**src/rtl/lsu_subword.sv**
```systemverilog
// Load/store unit between the MEM stage and a word-only dmem: sub-word loads with extension,
// sub-word stores as a 2-cycle read-modify-write. Optional macro MISALIGN_TRAP_EN reports misaligned accesses.
module lsu_subword #(
    parameter int n = 32
) (
    input  logic         clk,
    input  logic         reset_n,
    input  logic         req_valid,
    output logic         req_ready,
    input  logic         req_write,
    input  logic [1:0]   req_size,
    input  logic         req_unsigned,
    input  logic [n-1:0] req_addr,
    input  logic [n-1:0] req_wdata,
    output logic         resp_valid,
    output logic [n-1:0] resp_rdata,
    output logic         resp_err,
    output logic         mem_write_enable,
    output logic [n-1:0] mem_addr,
    output logic [n-1:0] mem_writedata,
    input  logic [n-1:0] mem_readdata
);

    typedef enum logic [0:0] {IDLE, RMW_WR} state_t;

    state_t       state_q, state_d;
    logic         resp_valid_q, resp_valid_d;
    logic [n-1:0] resp_rdata_q, resp_rdata_d;
    logic         resp_err_q, resp_err_d;
    logic [n-1:0] wr_addr_q, wr_addr_d;
    logic [n-1:0] wr_data_q, wr_data_d;

    logic         accept;
    logic         is_word;
    logic         misaligned;
    logic [n-1:0] aligned_addr;
    logic [7:0]   lane_byte;
    logic [15:0]  lane_half;
    logic [n-1:0] load_val;
    logic [n-1:0] merged;

    assign is_word      = req_size[1];
    assign aligned_addr = {req_addr[n-1:2], 2'b00};

`ifdef MISALIGN_TRAP_EN
    assign misaligned = ((req_size == 2'b01) && req_addr[0]) || (is_word && (req_addr[1:0] != 2'b00));
`else
    assign misaligned = 1'b0;
`endif

    // Little-endian lane extraction and merge; halfword lane ignores addr[0].
    always_comb begin
        lane_byte = mem_readdata[{req_addr[1:0], 3'b000} +: 8];
        lane_half = mem_readdata[{req_addr[1], 4'b0000} +: 16];
        case (req_size)
            2'b00:   load_val = {{(n-8){~req_unsigned & lane_byte[7]}}, lane_byte};
            2'b01:   load_val = {{(n-16){~req_unsigned & lane_half[15]}}, lane_half};
            default: load_val = mem_readdata;
        endcase
        merged = mem_readdata;
        if (req_size == 2'b00) begin
            merged[{req_addr[1:0], 3'b000} +: 8] = req_wdata[7:0];
        end else begin
            merged[{req_addr[1], 4'b0000} +: 16] = req_wdata[15:0];
        end
    end

    assign accept = req_valid & req_ready;

    always_comb begin
        state_d          = state_q;
        resp_valid_d     = 1'b0;
        resp_rdata_d     = '0;
        resp_err_d       = 1'b0;
        wr_addr_d        = wr_addr_q;
        wr_data_d        = wr_data_q;
        req_ready        = 1'b0;
        mem_write_enable = 1'b0;
        mem_addr         = aligned_addr;
        mem_writedata    = req_wdata;
        case (state_q)
            IDLE: begin
                // Held low while reset is asserted so nothing is accepted or written.
                req_ready = reset_n;
                if (accept) begin
                    resp_valid_d = 1'b1;
                    if (misaligned) begin
                        resp_err_d = 1'b1;
                    end else if (req_write) begin
                        if (is_word) begin
                            mem_write_enable = 1'b1;
                        end else begin
                            wr_addr_d    = aligned_addr;
                            wr_data_d    = merged;
                            resp_valid_d = 1'b0;
                            state_d      = RMW_WR;
                        end
                    end else begin
                        resp_rdata_d = load_val;
                    end
                end
            end
            RMW_WR: begin
                mem_write_enable = 1'b1;
                mem_addr         = wr_addr_q;
                mem_writedata    = wr_data_q;
                resp_valid_d     = 1'b1;
                state_d          = IDLE;
            end
            default: state_d = IDLE;
        endcase
    end

    always_ff @(posedge clk or negedge reset_n) begin
        if (!reset_n) begin
            state_q      <= IDLE;
            resp_valid_q <= 1'b0;
            resp_rdata_q <= '0;
            resp_err_q   <= 1'b0;
            wr_addr_q    <= '0;
            wr_data_q    <= '0;
        end else begin
            state_q      <= state_d;
            resp_valid_q <= resp_valid_d;
            resp_rdata_q <= resp_rdata_d;
            resp_err_q   <= resp_err_d;
            wr_addr_q    <= wr_addr_d;
            wr_data_q    <= wr_data_d;
        end
    end

    assign resp_valid = resp_valid_q;
    assign resp_rdata = resp_rdata_q;
    assign resp_err   = resp_err_q;

endmodule

```
**config.mk**
```make
export PLATFORM = sky130hd
export DESIGN_NAME = lsu_subword
export DESIGN_NICKNAME = d
export VERILOG_FILES = /design/src/rtl/lsu_subword.sv
export SDC_FILE = /design/constraint.sdc
export NUM_CORES = 1
export LEC_CHECK = 0
export ABC_AREA = 1
export CAP_MARGIN = 20
export CELL_PAD_IN_SITES_DETAIL_PLACEMENT = 1
export CELL_PAD_IN_SITES_GLOBAL_PLACEMENT = 2
export CORE_ASPECT_RATIO = 2
export CORE_MARGIN = 2
export CORE_UTILIZATION = 24
export CTS_CLUSTER_SIZE = 14
export DETAILED_ROUTE_END_ITERATION = 10
export PLACE_DENSITY_LB_ADDON = 0.2
export SLEW_MARGIN = 0
export SYNTH_ARGS = -nofsm -noshare
export SYNTH_HDL_FRONTEND = slang
export SYNTH_SLANG_ARGS = --single-unit
export TNS_END_PERCENT = 1
```
**constraint.sdc**
```tcl
create_clock -name clk -period 1.75 [get_ports clk]
set_input_delay 0.2625 -clock clk [delete_from_list [all_inputs] [get_ports clk]]
set_output_delay 0.2625 -clock clk [all_outputs]
set_load 0.05 [all_outputs]
```
After elaboration in Yosys (flattened, before gate mapping)
Cells that the tools add are included.
{"block": "totals", "reg_bits": 96, "elab_cells": 43, "inputBits": 103}
{"block": "classes", "reduce_logical": 2, "n_bitwise": 6, "addsub": 2, "n_shift": 6, "eq_ne": 1, "muxes": 21}
{"operator": "$mux W32", "count": 6}
{"operator": "$bwmux W32", "count": 2}
{"operator": "$pmux W32 S2", "count": 1}
{"operator": "$shift A16 B7 Y32 const A", "count": 1}
{"operator": "$shift A8 B7 Y32 const A", "count": 1}
{"operator": "$shiftx A16 B7 Y32", "count": 1}
{"operator": "$shiftx A32 B6 Y16", "count": 1}
{"operator": "$shiftx A32 B6 Y8", "count": 1}
{"operator": "$shiftx A8 B7 Y32", "count": 1}
{"operator": "$neg A5 Y7", "count": 2}
{"operator": "$mux W1", "count": 9}
{"operator": "$pmux W1 S2", "count": 3}
{"operator": "$reduce_and A4 Y1", "count": 1}
{"operator": "$and A1 B1 Y1", "count": 3}
{"operator": "$not A1 Y1", "count": 3}
{"operator": "$eq A2 B1 Y1 const B", "count": 1}
{"operator": "$logic_not A2 Y1", "count": 1}

Logic depth before layout (Yosys ltp)
Gate-level depths: netlist of run 1.
{"block": "depth", "word_depth": 6, "ltp_mapped": 11, "depth_no_buf": 9}

Least setup slack after synthesis of run 1
Ideal clock, no wire load.
{"block": "synth_path", "path_kind": "register -> output", "from": "register state_q", "to": "output mem_write_enable", "t_required_ps": 1487, "n_path_buf": 1, "setup_slack_ps": -647, "stages_incl_launch_ff": 5, "t_arrival_ps": 2135, "cell_sequence": "dfrtp_1 > buf_6 > nor2_4 > nand2_2 > o31ai_1"}
{"block": "synth_between", "elab_chain_cells": 4, "elab_cells_between_ends": 5, "classes_between": "3 x mux; 2 x bitwise"}
{"element": "from (decl)", "line": "26", "rtl": "state_t state_q, state_d;"}
{"element": "from (signal assigned)", "line": "123", "rtl": "state_q <= state_d;"}
{"element": "$mux W1", "line": "81", "rtl": "case (state_q)"}
{"element": "named net req_ready", "line": "9", "rtl": "output logic req_ready,"}
{"element": "$and A1 B1 Y1", "line": "68", "rtl": "assign accept = req_valid & req_ready;"}
{"element": "$mux W1", "line": "85", "rtl": "if (accept) begin"}
{"element": "$pmux W1 S2", "line": "81"}
{"element": "to (decl)", "line": "18", "rtl": "output logic mem_write_enable,"}
The timed path passes the listed nets, and every way through them passes these cells.

Final worst setup path of run 1
{"block": "layout_path", "from": "register state_q", "to": "output mem_writedata[14]"}
{"block": "layout_between", "elab_chain_cells": 1}
{"element": "$mux W32", "line": "81"}
{"element": "to (decl)", "line": "20", "rtl": "output logic [n-1:0] mem_writedata,"}
Every way passes these cells.

==> impl_results.md, run 1 <==
* Cells after Synth at 845
* Worst Tran Pin Value at 0.5937 ns
* Post-Layout Inst Area at 0.009829 mm²
* Row cnt at 80
* Yosys cell types at 28
* Die area at 0.02547 mm²
* Unrepaired setup endpoints after global routing: yes
* Hold Slack at 0.4097 ns
* Port bufs at 199
* Min cycle time layout at 1.837 ns
* Skew-Pair Late Insertion Delay at 0.37 ns
* DRT Wirelength at 23950 µm
* R2r setup slk at 0.14 ns
* Final setup margin at -0.08724 ns
* Via/cell ratio at 4.669
* CTS sink cnt at 96
* Critical path capture point type: primary output
* Dpl hpwl at 18150 µm
* Post-Syn Area at 0.005793 mm²
* Commonest non-fill, non-tap cell in the layout: nand2_1
* CTS root buffer: clkbuf_16
* Diodes inserted at 0
* Initial DRC Count at 195
* First-pass GRT wire length at 37050 µm
* TNS Setup at -3.069 ns
* H-tree Lvls at 3
* Synthesis warning total at 0
* Cts bufs inserted at 9
* First-pass detailed-route iteration total at 4
* Clock Path Buffers at 2
* Gpl congestion at 0.7989
* Kind of start point of the critical path: register
* IO Pins at 203
* Finish-stage setup viols at 59
* Worst EP required at 1.49 ns
* Core area at 0.02382 mm²
* CTS tree: built
* WS Path Type: reg2out
* VDD IR max at 0.4504 mV
* Outcome: finished, violations left
* Number of global-route vias before repair at 6706
* Fmax at 544.3 MHz
* Layout Skew at 0.007007 ns
* Type of the worst min-delay path: in2reg
* Final nets at 1192
* Power density cells at 750.9 mW/mm²
* Synth top area share at 41.47%
* Relative slew slack at 60.42%
* Initial antenna violation count at 0
* Leakage at 0.004803 µW
* Die W at 113.9 µm
* Die Height at 223.7 µm
* Clock Pin Slew Worst Setup and Hold Paths at 0.07 ns
* Worst-path fanout max at 16
* Synth top area cells: dfrtp_1 41%, nand2_1 15%, o21ai_0 13%, inv_1 6.1%, nor2_1 5.4%
* Pin count of the biggest net entering global routing at 97
* Final period utilization at 105.0%
* Final Hold Vio Count at 0
* ANT nets after route at 0
* Placed cell area at 0.009159 mm²
* Post-CTS Setup Inserts at 0
* Ratio of cells with drive above 1 in the final layout at 24.61%
* Synth Area per Inst at 6.856 µm²
* Max-slew violations at 0
* Synthesis-to-layout area growth at 69.68%
* Post-synthesis register bit count at 96
* FILL cells at 2856
* DRC viols at 0
* Initial Utilization at 24.32%
* Most frequent cells in the layout: 230 x nand2_1, 104 x o21ai_0, 100 x clkdlybuf4s50_1, 95 x dfrtp_1, 94 x buf_4
* Violated checks: setup timing
* Total gr overflow at 0
* Max cap viols at 0
* Vias at 6425
* Post-synthesis sequential area ratio at 41.47%
* Tot GR Track Use at 19.01%
* Arr. time, crit path at 1.57 ns
* Drt wl/cell at 17.40 µm
* Area leader, netlist: dfrtp_1
where the power goes:
group          switching, µW  total (µW)  internal, µW
clock                    917        2180          1260
combinational           1450        2530          1080
sequential               119        2670          2550
cells in the mapped netlist (all sizes together):
master	count
a211oi	8
a21oi	42
buf	23
clkbuf	29
clkinv	1
conb	1
dfrtp	96
ha	5
inv	98
nand2	240
nand3	18
nand4	1
nor2	86
nor3	1
o211ai	23
o21ai	157
o22ai	8
o31ai	1
or2	7
critical path, cell delays in order (launching register included):
cell and delay [ns]:
dfrtp_2 0.51, inv_8 0.11, buf_12 0.17, o21ai_1 0.24, buf_12 0.17
final cells by class:
type                            instances  area, µm²  area share [%]
Inverter                               99      379.1           3.857
Tap cell                              287      359.1           3.653
Sequential cell                        96       2404           24.45
Multi-Input combinational cell        600       3002           30.54
Clock inverter                          2      35.03          0.3564
Timing Repair Buffer                  278       3367           34.25
Clock buffer                           14      284.0           2.890
registers in the layout, summed over array words and instances, names as in the netlist:
register and count:
resp_rdata 32, resp_valid 1, state_q 1, wr_addr_q 30, wr_data_q 32
path summary, 6_finish.rpt:
| kind | start | to | cells past startpoint |
|---|---|---|---|
| setup / recovery | state_q | mem_writedata[14] | 4 |
| hold / removal | reset_n | resp_valid | 5 |
| setup reg to reg | state_q | wr_addr_q[24] | 7 |
| hold reg to reg | wr_data_q[17] | wr_data_q[17] | 2 |
| max in group asynchronous | reset_n | resp_rdata[25] | 3 |
| min in group asynchronous | reset_n | resp_rdata[20] | 3 |
per-layer routing:
layer	global-route usage, %	vias up	wire, µm
met5	0	-	0
met4	6.098	0	569
met3	2.787	20	688
met2	37.67	128	13710
met1	19.97	3087	8975
li1	-	3190	-
logic make-up after synthesis:
family | after synthesis | synth area share (%)
other | 1 | 0.06473
buffers and inverters | 151 | 10.76
flip-flops | 96 | 41.47
AO/OA/AOI/OAI | 239 | 22.20
adder cells (fa/ha/maj) | 5 | 1.080
AND/OR/NAND/NOR | 353 | 24.43
metrics by stage:
step                      util (%)  total power (µW)  setup WS (ns)  std cells
after global routing         41.26              7794        -0.1769       1376
final                        41.26              7381       -0.08724       1376
after floorplan                  -              3872        -0.3272        847
after detailed placement     38.45              5133        -0.4374       1356
after global placement       38.45              5102        -0.4033       1356
after CTS                    40.74              7480        -0.1442       1374
timing repair:
action,in CTS,in global routing
hold buffers,1,0
resized for setup,102,20
gates cloned,1,2
pin swaps,0,1
endpoints found under the setup margin,72,89
endpoints found under the hold margin,18,0
(Power assumes the default switching activity.)
==> inputs of run 2 (changes only) <==
- CTS_CLUSTER_SIZE: 14 -> default
==> results of run 2 <==
The final DEF is identical to that of run 1; final timing and power are the same.
==> inputs of run 3 (changes only) <==
- GPL_ROUTABILITY_DRIVEN: default -> 0
==> results of run 3 <==
The final DEF is identical to that of run 1; final timing and power are the same.
